**src/rtl/mult_share_arbiter.sv**
```systemverilog
// -----------------------------------------------------------------------------
// mult_share_arbiter
//
// Shares one sequential (radix-4 Booth) multiplier core between NREQ
// requesters. One operand pair is accepted at a time and passed to the core
// with a one-cycle start pulse. When the core signals done, the registered
// 2N-bit product goes back to the requester that owns the transaction.
//
// Requesters are arbitrated round-robin. The search starts one past the last
// served requester.
//
// Optional feature: define MULT_ARB_TIMEOUT_EN to abort a BUSY phase that
// runs TIMEOUT cycles without mul_done. An aborted transaction returns
// result 0 with resp_err=1. Without the macro, BUSY waits indefinitely and
// resp_err is tied low.
//
// Ports
//   clk          rising-edge clock
//   reset        asynchronous, active-low reset
//   req_valid    [NREQ]     request valid per requester
//   req_a/req_b  [NREQ*N]   operands; requester i at [i*N +: N]
//   req_ready    [NREQ]     one-hot grant (combinational, IDLE only)
//   resp_valid   [NREQ]     one-hot response valid for the owner
//   resp_ready   [NREQ]     response accept per requester
//   resp_result  [2N]       signed product
//   resp_err                abort flag, qualified by resp_valid
//   mul_a/mul_b  [N]        operands to the core, held from ISSUE onwards
//   mul_start               one-cycle start pulse to the core
//   mul_done                core done strobe, sampled only in BUSY
//   mul_product  [2N]       core product, valid with mul_done
// -----------------------------------------------------------------------------
module mult_share_arbiter #(
    parameter int N       = 32,
    parameter int NREQ    = 4,
    parameter int TIMEOUT = 64
) (
    input  logic                clk,
    input  logic                reset,
    input  logic [NREQ-1:0]     req_valid,
    input  logic [NREQ*N-1:0]   req_a,
    input  logic [NREQ*N-1:0]   req_b,
    output logic [NREQ-1:0]     req_ready,
    output logic [NREQ-1:0]     resp_valid,
    input  logic [NREQ-1:0]     resp_ready,
    output logic [2*N-1:0]      resp_result,
    output logic                resp_err,
    output logic [N-1:0]        mul_a,
    output logic [N-1:0]        mul_b,
    output logic                mul_start,
    input  logic                mul_done,
    input  logic [2*N-1:0]      mul_product
);

    localparam int IW = $clog2(NREQ);
    localparam logic [NREQ-1:0] ONE_HOT0 = NREQ'(1);

    typedef enum logic [1:0] {
        S_IDLE  = 2'd0,
        S_ISSUE = 2'd1,
        S_BUSY  = 2'd2,
        S_RESP  = 2'd3
    } state_t;

    state_t            r_state;
    state_t            w_state_next;

    logic [IW-1:0]     r_last;
    logic [IW-1:0]     r_owner;
    logic [N-1:0]      r_mul_a;
    logic [N-1:0]      r_mul_b;
    logic              r_mul_start;
    logic [2*N-1:0]    r_result;
    logic [NREQ-1:0]   r_resp_valid;

    logic [IW-1:0]     w_cand [NREQ];
    logic [IW-1:0]     w_winner;
    logic              w_found;
    logic              w_timeout;

    // ------------------------------------------------------------------
    // Round-robin candidate order. Slot gi holds requester (last+1+gi) mod
    // NREQ. The sum never exceeds 2*NREQ-1, so one conditional subtract
    // is enough and NREQ does not need to be a power of two.
    // ------------------------------------------------------------------
    genvar gi;
    generate
        for (gi = 0; gi < NREQ; gi++) begin : g_rr
            logic [IW:0] w_sum;
            assign w_sum = {1'b0, r_last} + (IW+1)'(gi + 1);
            assign w_cand[gi] = (w_sum >= (IW+1)'(NREQ)) ?
                                IW'(w_sum - (IW+1)'(NREQ)) : w_sum[IW-1:0];
        end
    endgenerate

    // The lowest slot with a valid request wins. The loop runs downwards,
    // so the lowest slot is the last one to write the result.
    always_comb begin
        w_found  = 1'b0;
        w_winner = '0;
        for (int k = NREQ - 1; k >= 0; k--) begin
            if (req_valid[w_cand[k]]) begin
                w_found  = 1'b1;
                w_winner = w_cand[k];
            end
        end
    end

    // The grant is only visible in IDLE. It is forced low while reset is
    // asserted, because the state register already reads IDLE during reset.
    assign req_ready = (reset && (r_state == S_IDLE) && w_found) ?
                       (ONE_HOT0 << w_winner) : '0;

    // ------------------------------------------------------------------
    // Optional BUSY watchdog
    // ------------------------------------------------------------------
`ifdef MULT_ARB_TIMEOUT_EN
    localparam int CW = $clog2(TIMEOUT + 1);

    logic [CW-1:0] r_tmo_cnt;
    logic          r_err;

    // The abort fires in the BUSY cycle whose increment would bring the
    // count to TIMEOUT. A mul_done in that same cycle still wins.
    assign w_timeout = (r_state == S_BUSY) &&
                       ((r_tmo_cnt + CW'(1)) == CW'(TIMEOUT));

    always_ff @(posedge clk or negedge reset) begin
        if (!reset) begin
            r_tmo_cnt <= '0;
            r_err     <= 1'b0;
        end else begin
            if (r_state == S_ISSUE) begin
                r_tmo_cnt <= '0;
            end else if (r_state == S_BUSY) begin
                r_tmo_cnt <= r_tmo_cnt + CW'(1);
            end
            if (r_state == S_BUSY) begin
                if (mul_done) begin
                    r_err <= 1'b0;
                end else if (w_timeout) begin
                    r_err <= 1'b1;
                end
            end
        end
    end

    assign resp_err = r_err;
`else
    assign w_timeout = 1'b0;
    assign resp_err  = 1'b0;
`endif

    // ------------------------------------------------------------------
    // FSM
    // ------------------------------------------------------------------
    always_ff @(posedge clk or negedge reset) begin
        if (!reset) begin
            r_state <= S_IDLE;
        end else begin
            r_state <= w_state_next;
        end
    end

    always_comb begin
        w_state_next = r_state;
        case (r_state)
            S_IDLE:  if (w_found)                 w_state_next = S_ISSUE;
            S_ISSUE:                              w_state_next = S_BUSY;
            S_BUSY:  if (mul_done || w_timeout)   w_state_next = S_RESP;
            S_RESP:  if (resp_ready[r_owner])     w_state_next = S_IDLE;
            default:                              w_state_next = S_IDLE;
        endcase
    end

    // ------------------------------------------------------------------
    // Registered datapath and outputs
    // ------------------------------------------------------------------
    always_ff @(posedge clk or negedge reset) begin
        if (!reset) begin
            r_last       <= IW'(NREQ - 1);
            r_owner      <= '0;
            r_mul_a      <= '0;
            r_mul_b      <= '0;
            r_mul_start  <= 1'b0;
            r_result     <= '0;
            r_resp_valid <= '0;
        end else begin
            r_mul_start <= 1'b0;
            case (r_state)
                S_IDLE: begin
                    // The winner's request transfers in this cycle.
                    if (w_found) begin
                        r_mul_a     <= req_a[w_winner*N +: N];
                        r_mul_b     <= req_b[w_winner*N +: N];
                        r_owner     <= w_winner;
                        r_mul_start <= 1'b1;
                    end
                end
                S_BUSY: begin
                    if (mul_done) begin
                        r_result     <= mul_product;
                        r_resp_valid <= ONE_HOT0 << r_owner;
                    end else if (w_timeout) begin
                        r_result     <= '0;
                        r_resp_valid <= ONE_HOT0 << r_owner;
                    end
                end
                S_RESP: begin
                    if (resp_ready[r_owner]) begin
                        r_resp_valid <= '0;
                        r_last       <= r_owner;
                    end
                end
                default: ;
            endcase
        end
    end

    assign mul_a       = r_mul_a;
    assign mul_b       = r_mul_b;
    assign mul_start   = r_mul_start;
    assign resp_result = r_result;
    assign resp_valid  = r_resp_valid;

endmodule

```
**config.mk**
```make
export PLATFORM = sky130hd
export DESIGN_NAME = mult_share_arbiter
export DESIGN_NICKNAME = d
export VERILOG_FILES = /design/src/rtl/mult_share_arbiter.sv
export SDC_FILE = /design/constraint.sdc
export NUM_CORES = 1
export LEC_CHECK = 0
export ABC_AREA = 1
export CORE_AREA = 2 2 183 185
export CTS_BUF_LIST = sky130_fd_sc_hd__clkbuf_4
export DETAILED_ROUTE_END_ITERATION = 16
export DIE_AREA = 0 0 185 187
export GPL_TIMING_DRIVEN = 0
export SYNTH_ARGS = -nofsm -noshare
export SYNTH_HDL_FRONTEND = slang
export SYNTH_SLANG_ARGS = --single-unit
```
**constraint.sdc**
```tcl
create_clock -name clk -period 2.2 [get_ports clk]
set_input_delay 0.22 -clock clk [delete_from_list [all_inputs] [get_ports clk]]
set_output_delay 0.22 -clock clk [all_outputs]
set_load 0.05 [all_outputs]
```
# After elaboration in Yosys (flattened, before gate mapping)
# Cells that the tools add are included.
[word_totals]
ff_bits = 139
latch_bits = 0
ram_bits = 0
rom_bits = 0
in_bits = 331
out_inout_bits = 138
elab_cells = 76
n_memories = 0
[op_classes]
n_addsub = 8
n_mul = 0
div_mod_pow = 0
n_lt_le_gt_ge = 9
n_eq_ne = 6
n_shift = 4
n_mux = 32
bitwise = 0
reduce_logical = 9
[op_table]
columns = ["operator", "n"]
rows = [
  ["variable part select 128 x 8 -> 32 bit", 2],
  ["two-way mux 2 bit", 11],
  ["less-than comparator 2 x 3 -> 1 bit (second input constant)", 5],
  [">= comparator 3 bit (second input constant)", 4],
  ["two-way mux 4 bit", 3],
  ["two-way mux 1 bit", 11],
  ["binary-select mux 1 bit (select 2 bit)", 5],
  ["one-hot mux 2 bit (4 select lines)", 1],
  ["one-hot mux 4 bit (2 select lines)", 1],
  ["left shift 1 x 2 -> 4 bit (first input constant)", 2],
  ["subtractor 2 x 1 -> 2 bit (second input constant)", 4],
  ["adder 2 x 2 -> 3 bit (second input constant)", 2],
  ["!= test 2 bit (second input constant)", 3],
  ["AND reduction 2 bit", 3],
  ["AND reduction 3 bit", 2],
  ["equality test 2 bit (second input constant)", 2],
  ["adder 2 x 1 -> 3 bit (second input constant)", 1],
  ["adder 2 x 3 -> 3 bit (second input constant)", 1],
  ["equality test 2 x 1 -> 1 bit (second input constant)", 1],
  ["logical AND 1 bit", 2],
  ["zero test 2 bit", 1],
  ["nonzero test 2 bit", 1],
]

# Depth between registers and ports, before layout
# Gate-level depths: netlist of the first run.
[logic_depth]
ltp_word = 11
mapped_depth = 18
mapped_depth_nobuf = 15

# Worst setup path after synthesis of the first run
# Ideal clock, no wire load.
[synth_timing]
path_type = "register -> output"
start = "reg r_last[0]"
end = "out req_ready[0]"
arrival_ps = 2606
t_required_ps = 1980
path_slack_ps = -626
stages_incl_launch_ff = 12
n_path_buf = 2
path_cell_list = "dfstp_2 -> buf_4 -> inv_4 -> nand2_1 -> nand2_1 -> and2_1 -> nand2_1 -> inv_1 -> nor2_4 -> buf_2 -> nand2_1 -> nor3_1"
[synth_between]
elab_chain_cells = 11
elab_cells_between_ends = 35
cone_classes = "add/sub: 8; order compare: 4; shift: 1; mux: 21; reduce/logical: 1"
[synth_rtl]
columns = ["element", "line_no", "rtl"]
rows = [
  ["start, declared", "67", "logic [IW-1:0] r_last;"],
  ["start signal, assigned", "180", "r_last <= IW'(NREQ - 1);"],
  ["start signal, assigned", "211", "r_last <= r_owner;"],
  ["adder 2 x 3 -> 3 bit", "89", "assign w_sum = {1'b0, r_last} + (IW+1)'(gi + 1);"],
  [">= comparator 3 bit or subtractor 2 x 1 -> 2 bit (tied branches)", "90, 91", ""],
  ["two-way mux 2 bit", "90", "assign w_cand[gi] = (w_sum >= (IW+1)'(NREQ)) ?"],
  ["binary-select mux 1 bit (select 2 bit)", "101", "if (req_valid[w_cand[k]]) begin"],
  ["two-way mux 1 bit (not written as such)", "101", ""],
  ["two-way mux 2 bit or two-way mux 1 bit (tied branches) (4 in series)", "101", ""],
  ["left shift 1 x 2 -> 4 bit or logical AND 1 bit (tied branches)", "111, 110", ""],
  ["two-way mux 4 bit *", "110", "assign req_ready = (reset && (r_state == S_IDLE) && w_found) ?"],
  ["end, declared", "42", "output logic [NREQ-1:0] req_ready,"],
]
# Mark *: on every way between the ends. The rest lies on a longest branch, timed or not. The select of a mux whose other input is x is not followed.

# Worst setup path after layout of the first run
[layout_timing]
start = "reg r_last[0]"
end = "out req_ready[2]"
# The elaborated chain is that of the path after synthesis.

==> results by group, run 1 <==
Run status
  – Result of the run: finished, violations left
  – Violated checks: setup timing

STA
  – Setup TNS Final: -9.50 ns
  – Post-route clock period utilization: 124%
  – Tightest slew margin relative to the limit: between 50 and 60%
  – Transition time of the tightest slew-check pin: 0.646 ns
  – Unrepaired setup endpoints after global routing: yes
  – Peak clock frequency supported by timing: around 370 MHz
  – Layout Skew: between 0.015 and 0.02 ns
  – Min Tclk post-route: approximately 2.7 ns
  – Post-route setup slack: -0.527 ns
  – Number of hold violations in the final report: 0
  – Max-slew violation count: 0
  – Final setup viols: between 60 and 70

Power and ir drop
  – Power share of the combinational group: between 70% and 80%
  – Power Internal: ~12 mW
  – Flop pwr share: approximately 18%
  – Net switching power of the design: between 10 and 15 mW
  – Fraction of power spent switching nets: 55.0%
  – Maximum ir drop on the vdd rail: 0.749 mV
  – Power density normalized to cell area: between 1500 and 2000 nW/um^2
  – Leak: between 7 and 8 nW
  – Part of the total power dissipated in the clock network: roughly 6.1%

Detailed routing
  – Antenna viol nets, final: 0
  – Drt pass-1 iters: 5
  – Via total after detailed routing: about 9600
  – Per-cell routed wire length: about 18 um
  – Routed vias/inst: about 4.4
  – Count of routing violations after the opening detailed-route iteration: ~580
  – # DRC: 0
  – Final wirelength: 38500 um

Floorplan
  – Die Ht: around 190 um
  – Die ar.: between 30000 and 40000 sq um
  – Number of placed I/O pins: ~470
  – Row cnt: 67
  – Initial standard-cell utilization of the core: 25.9%
  – Placeable core region: between 30000 and 40000 sq um
  – Width of the die: about 190 um

Worst setup path
  – Kind of launch point of the worst setup path: flop
  – Dominant cell type by count on the critical path: nand2_2
  – Capturing element type of the critical path: output port
  – Slowest cell on crit path: dfstp_2
  – Total buffers and inverters traversed by the critical path: 5
  – Class of the most critical setup path: reg -> out
  – Arrival time worst endpoint: about 2.5 ns
  – Largest fanout on the critical path: 8
  – Reg2Reg Setup Slack: -0.19 ns
  – Cell family contributing the most delay on the critical path: flip-flops
  – Endpoint of the most critical register-to-register path: mul_a[0]$_DFFE_PN0P_
  – CP peak stage delay: roughly 0.65 ns
  – Cell-by-cell listing of the critical path: inv_4 -> nand2_2 -> nand2_2 -> nand2_2 -> a21boi_2 -> nand2_2 -> nand2_4 -> inv_4 -> buf_8 -> buf_12 -> nor3_4 -> buf_6
  – R2R depth: 15
  – Origin of the critical flop-to-flop path: r_last[0]$_DFFE_PN1P_
  – Required time reported for the critical path endpoint: just under 2 ns

Placed design
  – Placer congestion estimate: slightly below 0.9
  – Detailed Place HPWL: ~30000 um
  – Count of input and output buffers: about 470

Final layout
  – Share of the core filled with cells in the final layout: between 40% and 50%
  – Most common library cell in the layout ignoring fill and taps: nand2_1
  – Nets: 2066
  – Growth of design area from synthesis to finish: 72.8%
  – Most frequent cells in the layout: nand2_1, clkdlybuf4s50_1, nand3_1
  – Share of final-layout standard cells stronger than drive strength 1: between 10% and 20%

Global routing
  – Total overflow reported by the global router: 0
  – First-pass GRT wire length: ~57000 um
  – Combined global-route utilization of all metal layers: approximately 22%
  – Maximum number of pins on one net before global-route repair: 80
  – Vias in the first global route: ~9600
  – Number of antenna violations at the first check in global routing: 6

Logic synthesis
  – Post-synth cell types: 26
  – Proportion of synthesized chip area in sequential cells: 40.9%
  – Number of register bits inferred by synthesis: roughly 140
  – Multiplexer fraction of the synthesized cell area: under 10%
  – Post-synthesis instance area: 8510 sq um
  – Simple-Gate Fraction of Synth Area: between 30% and 40%
  – Mean Syn Cell Area: ~7.0 sq um
  – Dominant combinational cell family by area after synthesis: simple AND/OR/NAND/NOR gates
  – XOR/XNOR share of the synthesized area: 0%
  – Post-synthesis adder-cell area fraction: less than 1%
  – Post-synthesis compound-gate area fraction: under 10%
  – Number of instances in the synthesized netlist: ~1200
  – Count of warnings emitted by yosys: 0
  – Syn_nets: approximately 1600

CTS
  – Clock insertion delay at the later pin of the skew report: 0.57 ns
  – TritonCTS clock tree: built
  – Clock tree root driver cell: clkbuf_4
  – Clock tree sinks: around 140
  – Count of H-tree levels built during CTS: 4
  – Number of buffers created by CTS: 17
  – Clock-pin slew of the registers on the worst-case setup and hold paths: 0.13 ns
  – Maximum buffer depth of the clock tree: 2

Min path
  – Class of the most critical hold timing path: in -> async

Run
  – Number of max-capacitance violations reported: 0
==> power by group through the flow <==
stage                     logic [mW]  registers [mW]  clock network (mW)
after floorplan                 7.81            8.70                   0
after global placement          18.1            4.58                   0
after detailed placement        18.2            4.60                   0
after CTS                       19.6            4.58                1.69
after global routing            21.4            4.74                1.77
final                           19.9            4.58                1.60
==> synth_stat cells <==
cell        n  area (sq um)
conb_1      1          3.75
ha_1        4          50.1
inv_4       1          6.26
buf_4      12          90.1
inv_2       2          7.51
or2_2       1          6.26
nor2_4      1          11.3
inv_1     148           556
clkbuf_1   16          60.1
o21ai_1     1          5.00
buf_6       8          90.1
a21oi_1     3          15.0
mux2_2     64           721
nand3_1   197           986
nor3_1      2          10.0
nand2_1   560          2100
dfstp_2     2          52.6
nand2_2     1          6.26
o21ai_0    12          60.1
buf_2      36           180
buf_1       5          18.8
dfrtp_1   137          3430
nand4_1     2          12.5
and2_1      1          6.26
a21boi_1    1          7.51
nor2_1      5          18.8
==> repair_timing <==
action | 4_1_cts | 5_1_grt
hold buffers | 2 | 0
setup buffers | 15 | 5
pin swaps | 13 | 5
gates resized for setup | 135 | 39
setup endpoints to repair | 69 | 128
endpoints found under the hold margin | 58 | 0
==> state kept, by name, summed over array words and instances, names as in the netlist <==
register / count
r_owner: 2
r_state: 2
mul_b: 32
resp_valid: 4
r_last: 2
resp_result: 64
mul_start: 1
mul_a: 32
==> routing by layer <==
| metal | vias up | share of wire, % | GRT usage [%] |
|---|---|---|---|
| met5 | - | 0.029 | 0 |
| met4 | 2 | 2.3 | 6.50 |
| met3 | 46 | 5.6 | 4.17 |
| met2 | 315 | 48 | 37.2 |
| met1 | 4492 | 44 | 28.6 |
| li1 | 4780 | - | - |
==> worst register-to-register path, stage by stage (launching register included) <==
cell and delay (ns):
dfstp_2 0.65, inv_4 0.09, nand2_2 0.09, nand2_2 0.07, and2_4 0.15, nor2_2 0.12
nand3_2 0.11, buf_4 0.15, buf_4 0.13, buf_8 0.16, buf_4 0.20, nand3_1 0.09
nand3_1 0.09, nand2_2 0.12, nand2_1 0.07, nand2_1 0.07
==> how the worst max path moves through the flow <==
stage | startpoint | end | cells after the start
2_1_floorplan | r_last[0]$_DFFE_PN1P_ | req_ready[2] | 11
3_3_place_gp | reset | req_ready[2] | 4
3_5_place_dp | req_valid[2] | req_ready[2] | 12
4_1_cts | r_last[0]$_DFFE_PN1P_ | req_ready[2] | 12
5_1_grt | r_last[0]$_DFFE_PN1P_ | req_ready[2] | 12
6_report | r_last[0]$_DFFE_PN1P_ | req_ready[2] | 12
==> per-stage QoR <==
step	setup WS (ns)	hold WS [ns]	power (mW)	area [sq um]	instances
final	-0.527	0.238	26.0	14700	2198
after global routing	-0.727	0.186	28.0	14700	2197
after CTS	-0.555	0.188	25.9	14500	2187
after detailed placement	-1.08	0.272	22.8	13800	2139
after global placement	-5.98	0.462	22.6	13800	2138
after floorplan	-0.00939	-0.0756	16.5	8550	1223
==> cell type report <==
type / instances / area (sq um)
sequential: 139 / 3480
tap: 448 / 561
clock inverter: 13 / 95.1
antenna: 6 / 15.0
fill: 3382 / 18200
inverter: 151 / 574
timing repair buffer: 490 / 4930
clock buffer: 19 / 143
multi-input combinational: 856 / 4200
buffer: 76 / 718
==> cells by family (layout without fill, tap and decap cells) <==
group | count (synthesis) | after routing
buffers and inverters | 228 | 749
AO/OA/AOI/OAI | 17 | 17
multiplexers | 64 | 64
other | 1 | 7
AND/OR/NAND/NOR | 770 | 770
flip-flops | 139 | 139
adder cells (fa/ha/maj) | 4 | 4
Note: power is estimated with default switching activity, not from simulation.
==> run 2: changes to the inputs <==
--- a/config.mk
+++ b/config.mk
@@ -6,11 +6,13 @@
 export NUM_CORES = 1
 export LEC_CHECK = 0
 export ABC_AREA = 1
+export ABC_CLOCK_PERIOD_IN_PS = 2200
 export CORE_AREA = 2 2 183 185
 export CTS_BUF_LIST = sky130_fd_sc_hd__clkbuf_4
 export DETAILED_ROUTE_END_ITERATION = 16
 export DIE_AREA = 0 0 185 187
 export GPL_TIMING_DRIVEN = 0
+export SLEW_MARGIN = 10
 export SYNTH_ARGS = -nofsm -noshare
 export SYNTH_HDL_FRONTEND = slang
 export SYNTH_SLANG_ARGS = --single-unit
==> run 2 against run 1 <==
Net effect:
- the flow still finishes with violations (setup timing)
- wire length grew 2.6%
- critical path depth is the same
- final cell count grew 0.55%
- clock-buffer cell count is the same
- hold slack lost 0.048 ns
- critical path type unchanged
- largest cell class unchanged
- largest power group unchanged
==> results by group, run 2 (same netlist as run 1, synthesis figures left out) <==
Run status
  – Result of the run: finished, violations left
  – Violated checks: setup timing

Worst setup path
  – Kind of launch point of the worst setup path: flop
  – Class of the most critical setup path: reg -> out
  – Largest fanout on the critical path: 6 (-2)
  – Reg2Reg Setup Slack: -0.19 ns (about the same)
  – Required time reported for the critical path endpoint: 1.98 ns (about the same)
  – Capturing element type of the critical path: output port
  – Arrival time worst endpoint: 2.54 ns (+0.03 ns)

STA
  – Worst Hold Margin: 0.190 ns (-0.0478 ns)
  – Number of hold violations in the final report: 0 (unchanged)
  – Post-route clock period utilization: 125% (+1.5 points)
  – Peak clock frequency supported by timing: 362 MHz (-1.2%)
  – Max-slew violation count: 0 (unchanged)
  – Post-route setup slack: -0.560 ns (-0.0321 ns)
  – Transition time of the tightest slew-check pin: 0.668 ns (+0.0218 ns)
  – Unrepaired setup endpoints after global routing: yes
  – Layout Skew: 0.0215 ns (+0.00434 ns)
  – Tightest slew margin relative to the limit: 55.4% (-1.4 points)
  – Min Tclk post-route: 2.76 ns (+0.0321 ns)
  – Final setup viols: 68 (unchanged)

Placed design
  – Cell total after placement: 2139 (unchanged)
  – Post-placement worst setup slack: -1.06 ns (+0.0159 ns)
  – Count of input and output buffers: 467 (unchanged)
  – Placer congestion estimate: 0.878 (unchanged)
  – Detailed Place HPWL: 29500 um (about the same)

Detailed routing
  – Via total after detailed routing: 9742 (+1.1%)
  – Drt pass-1 iters: 5 (unchanged)
  – Routed vias/inst: 4.41 (+0.56%)
  – Antenna viol nets, final: 0 (unchanged)
  – # DRC: 0 (unchanged)
  – Per-cell routed wire length: 17.9 um (+2.1%)
  – Final wirelength: 39500 um (+2.6%)
  – Count of routing violations after the opening detailed-route iteration: 472 (-19%)

Floorplan
  – Initial standard-cell utilization of the core: 25.9% (unchanged)
  – Width of the die: 185 um (unchanged)
  – Placeable core region: 32900 sq um (unchanged)
  – Die Ht: 187 um (unchanged)
  – Number of placed I/O pins: 469 (unchanged)
  – Die ar.: 34600 sq um (unchanged)
  – Row cnt: 67 (unchanged)

Power and ir drop
  – Maximum ir drop on the vdd rail: 0.698 mV (-6.8%)
  – Design Power: 27.7 mW (+6.4%)
  – Leak: 7.63 nW (+3.4%)
  – Power density normalized to cell area: 1820 nW/um^2 (+3.1%)

Min path
  – Class of the most critical hold timing path: in -> async

CTS
  – Clock tree root driver cell: clkbuf_4
  – Clock tree sinks: 139 (unchanged)
  – Number of buffers created by CTS: 17 (unchanged)
  – Maximum buffer depth of the clock tree: 2 (unchanged)
  – TritonCTS clock tree: built
  – Clock-pin slew of the registers on the worst-case setup and hold paths: 0.13 ns (about the same)
  – Clock insertion delay at the later pin of the skew report: 0.57 ns (about the same)
  – Count of H-tree levels built during CTS: 4 (unchanged)

Final layout
  – Most common library cell in the layout ignoring fill and taps: nand2_1
  – Filler cell count in the final layout: 3325 (-1.7%)
  – Share of the core filled with cells in the final layout: 46.2% (+1.4 points)
  – Area of the multi-input gates: 4230 sq um (+0.89%)
  – Most frequent cells in the layout: nand2_1, clkdlybuf4s50_1, nand3_1
  – Nets: 2080 (+0.68%)
  – Growth of design area from synthesis to finish: 78.4%
  – Max reg flops: 64 (unchanged)
  – Flip-flop and latch area: 3480 sq um (unchanged)
  – Filler-free cell count of the finished design: 2210 (+0.55%)
  – Share of final-layout standard cells stronger than drive strength 1: 14.6% (+1.1 points)

Global routing
  – Vias in the first global route: 9646 (+0.50%)
  – Combined global-route utilization of all metal layers: 22.2% (+0.083 points)
  – Number of antenna violations at the first check in global routing: 5 (-1)
  – Total overflow reported by the global router: 0 (unchanged)
  – First-pass GRT wire length: 57300 um (+0.56%)
  – Maximum number of pins on one net before global-route repair: 80 (unchanged)

Run
  – Number of max-capacitance violations reported: 0 (unchanged)
## run 2: cell count changes in the layout (fill, tap and decap cells not counted), moves of 3 or more
cell / previous run / this run
buf_12: 5 / 15
buf_6: 34 / 24
buf_8: 10 / 15
clkbuf_1: 9 / 5
clkbuf_16: 0 / 10
nand2_1: 536 / 532
nand2_4: 4 / 7
## run 2: layer usage
metal	wire length (um)	share of wire [%]	GRT usage, %
met1	17000	43	28.3
met3	2370	6.0	5.04
met5	7	0.018	0
met2	19200	49	37.5
met4	920	2.3	5.89
## run 2: cell type report
| type | count | share of cell area (%) |
|---|---|---|
| clock inverter | 13 | 0.931 |
| timing repair buffer | 504 | 34.4 |
| tap | 448 | 3.69 |
| clock buffer | 19 | 0.939 |
| inverter | 151 | 3.80 |
| antenna | 4 | 0.0659 |
| sequential | 139 | 22.9 |
| buffer | 76 | 5.32 |
| multi-input combinational | 856 | 27.9 |
## run 2: path summary, 6_finish.rpt
path	from	endpoint	cells after the start
hold / removal	reset	resp_result[52]$_DFFE_PN0P_	2
min in group clk	mul_product[40]	resp_result[40]$_DFFE_PN0P_	2
max in group asynchronous	reset	mul_b[8]$_DFFE_PN0P_	3
setup / recovery	r_last[0]$_DFFE_PN1P_	req_ready[2]	12
hold reg to reg	mul_b[30]$_DFFE_PN0P_	mul_b[30]$_DFFE_PN0P_	2
setup reg to reg	r_last[0]$_DFFE_PN1P_	mul_b[7]$_DFFE_PN0P_	18
## run 2: worst max-delay path: stages (launching register included)
cell,delay [ns]
dfstp_2,0.62
buf_12,0.13
buf_6,0.10
nand2_2,0.07
nand2_2,0.08
and2_4,0.16
nor2_4,0.04
nand3_2,0.08
nand2_4,0.08
buf_12,0.13
buf_12,0.13
nor3_4,0.18
buf_6,0.18
## run 2: what timing repair did
action                                  CTS  global route
pin swaps                                16            22
hold endpoints to repair                 60             0
gates cloned                              0            10
buffers inserted                         17             9
hold buffers                              1             0
gates resized for setup                 149            67
endpoints found under the setup margin   69           130
## run 2: through the flow
stage | TNS, ns | area, sq um
2_1_floorplan | -0.00939 | 8550
4_1_cts | -2.22 | 14600
3_5_place_dp | -19.62 | 13800
5_1_grt | -19.67 | 15200
3_3_place_gp | -762.85 | 13800
6_report | -9.81 | 15200
## run 2: power breakdown
group	switching [mW]	total [mW]	internal [mW]	leakage, nW
Combinational	12.9	21.3	8.41	5.79
Clock	1.10	1.81	0.709	0.155
Sequential	0.715	4.57	3.86	1.69
==> run 3: changes to the inputs <==
==> constraint.sdc (replaced) <==
create_clock -name clk -period 2.2 [get_ports clk]
set_input_delay 0.22 -clock clk [delete_from_list [all_inputs] [get_ports clk]]
set_output_delay 0.22 -clock clk [all_outputs]
set_load 0.1 [all_outputs]
==> run 3 against run 2 <==
Net effect:
- the flow finishes with violations (hold timing, setup timing)
- sequential share of layout area increased by 0.057 points
- final cell count decreased by 0.14%
- setup slack got worse by 0.052 ns
- maximum frequency decreased by 1.9%
- register-to-register slack got worse by 0.08 ns
- die area unchanged
- non-clock buffer count decreased by 2
- hold slack got worse by 0.52 ns
- clock-buffer cell count decreased by 1
- first-iteration DRC count increased by 2.1%
- critical endpoint unchanged
- highest routed layer is now met4
==> results by group, run 3 (same netlist as run 1, synthesis figures left out) <==
Run status
  – Result of the run: finished, violations left
  – Violated checks: hold timing, setup timing

Global routing
  – Total overflow reported by the global router: 0 (unchanged)
  – Maximum number of pins on one net before global-route repair: 88 (+10%)
  – Vias in the first global route: 9661 (+0.16%)
  – Number of antenna violations at the first check in global routing: 3 (-2)
  – First-pass GRT wire length: 56400 um (-1.5%)
  – Combined global-route utilization of all metal layers: 21.6% (-0.57 points)

Detailed routing
  – Via total after detailed routing: 9802 (+0.62%)
  – Antenna viol nets, final: 0 (unchanged)
  – Drt pass-1 iters: 7 (+2)
  – Count of routing violations after the opening detailed-route iteration: 482 (+2.1%)
  – Per-cell routed wire length: 17.5 um (-2.3%)
  – Routed vias/inst: 4.44 (+0.75%)
  – # DRC: 0 (unchanged)
  – Final wirelength: 38600 um (-2.4%)

CTS
  – Clock tree sinks: 139 (unchanged)
  – Clock-pin slew of the registers on the worst-case setup and hold paths: 0.15 ns (+0.02 ns)
  – Maximum buffer depth of the clock tree: 2 (unchanged)
  – Number of buffers created by CTS: 17 (unchanged)
  – TritonCTS clock tree: built
  – Count of H-tree levels built during CTS: 4 (unchanged)
  – Clock insertion delay at the later pin of the skew report: 0.56 ns (about the same)
  – Clock tree root driver cell: clkbuf_4

STA
  – Transition time of the tightest slew-check pin: 1.06 ns (+0.396 ns)
  – Post-route setup slack: -0.612 ns (-0.0521 ns)
  – Min Tclk post-route: 2.81 ns (+0.0521 ns)
  – Worst Hold Margin: -0.335 ns (-0.525 ns)
  – Unrepaired setup endpoints after global routing: yes
  – Layout Skew: 0.0181 ns (-0.00340 ns)
  – Number of hold violations in the final report: 86 (+86)
  – Peak clock frequency supported by timing: 356 MHz (-1.9%)
  – Post-route clock period utilization: 128% (+2.4 points)
  – Tightest slew margin relative to the limit: 29.3% (-26 points)
  – Final setup viols: 68 (unchanged)
  – Max-slew violation count: 0 (unchanged)

Worst setup path
  – Cell family contributing the most delay on the critical path: simple AND/OR/NAND/NOR gates
  – Required time reported for the critical path endpoint: 1.98 ns (about the same)
  – Reg2Reg Setup Slack: -0.27 ns (-0.08 ns)
  – Cell-by-cell listing of the critical path: buf_8 -> inv_8 -> nand2_2 -> nand2_2 -> nand2_2 -> nand2_2 -> nand2_2 -> nand2_2 -> nand2_4 -> nand2_4 -> buf_12 -> buf_12 -> nor3_4 -> buf_12
  – CP peak stage delay: 0.56 ns (-0.06 ns)
  – Capturing element type of the critical path: output port
  – Largest fanout on the critical path: 8 (+2)
  – Arrival time worst endpoint: 2.59 ns (+0.05 ns)
  – Kind of launch point of the worst setup path: flop
  – Total buffers and inverters traversed by the critical path: 5 (unchanged)
  – Slowest cell on crit path: dfstp_2
  – Class of the most critical setup path: reg -> out
  – Dominant cell type by count on the critical path: nand2_2

Floorplan
  – Die ar.: 34600 sq um (unchanged)
  – Width of the die: 185 um (unchanged)
  – Row cnt: 67 (unchanged)
  – Number of placed I/O pins: 469 (unchanged)
  – Initial standard-cell utilization of the core: 25.9% (unchanged)
  – Placeable core region: 32900 sq um (unchanged)
  – Die Ht: 187 um (unchanged)

Final layout
  – Most frequent cells in the layout: nand2_1, clkdlybuf4s50_1, nand3_1
  – Growth of design area from synthesis to finish: 78.0%
  – Filler cell count in the final layout: 3382 (+1.7%)
  – Most common library cell in the layout ignoring fill and taps: nand2_1
  – Share of final-layout standard cells stronger than drive strength 1: 16.7% (+2.1 points)
  – Max reg flops: 64 (unchanged)
  – Nets: 2078 (-0.096%)

Placed design
  – Detailed Place HPWL: 29100 um (-1.5%)
  – Placer congestion estimate: 0.869 (-1.0%)
  – Count of input and output buffers: 467 (unchanged)

Run
  – Number of max-capacitance violations reported: 0 (unchanged)

Min path
  – Class of the most critical hold timing path: in -> async
## run 3: cell count changes in the layout (fill, tap and decap cells not counted), moves of 10 or more
cell / delta
clkdlybuf4s50_1: -132
nand2_2: +26
nand3_1: -12
dlygate4sd2_1: +132
nand2_1: -25
buf_6: -10
## run 3: final timing paths
check,start,to,cells past startpoint
max,r_last[0]$_DFFE_PN1P_,req_ready[2],14
min,reset,resp_result[53]$_DFFE_PN0P_,1
max reg2reg,r_last[0]$_DFFE_PN1P_,mul_a[31]$_DFFE_PN0P_,20
min reg2reg,mul_a[27]$_DFFE_PN0P_,mul_a[27]$_DFFE_PN0P_,2
max in group asynchronous,reset,r_last[1]$_DFFE_PN1P_,2
min in group clk,mul_product[30],resp_result[30]$_DFFE_PN0P_,2
## run 3: final cells by class
class	count	area, sq um	share of cell area [%]
timing repair buffer	503	5080	33.5
antenna	3	7.51	0.0496
tap	448	561	3.70
clock buffer	18	135	0.892
clock inverter	14	210	1.39
multi-input combinational	856	4370	28.8
sequential	139	3480	23.0
inverter	151	577	3.81
buffer	75	726	4.79
## run 3: through the flow
stage | cells | setup TNS (ns) | util, % | instance area [sq um] | setup WS [ns]
2_1_floorplan | 1223 | -0.868 | - | 8580 | -0.298
3_3_place_gp | 2138 | -754.84 | 42.0 | 13800 | -5.67
3_5_place_dp | 2139 | -22.10 | 42.1 | 13800 | -1.38
4_1_cts | 2195 | -10.77 | 44.5 | 14600 | -0.621
5_1_grt | 2207 | -22.55 | 46.1 | 15100 | -0.792
6_report | 2207 | -13.12 | 46.1 | 15100 | -0.612
## run 3: per-layer routing
metal	track usage [%]	vias up	wire length, um
li1	-	4801	-
met1	27.9	4669	16700
met2	37.7	306	19300
met3	3.43	26	2040
met4	4.70	0	498
met5	0	-	0
## run 3: timing repair
action                                  in CTS  in global routing
gates resized for setup                    259                124
endpoints found under the setup margin     202                110
buffers inserted                            22                  7
cloned                                       2                  6
pin swaps                                   30                 57
hold endpoints to repair                    86                 86
Power of run 3 is not shown: default switching activity piles up to over one toggle a cycle in this logic, so the estimate is an artifact.
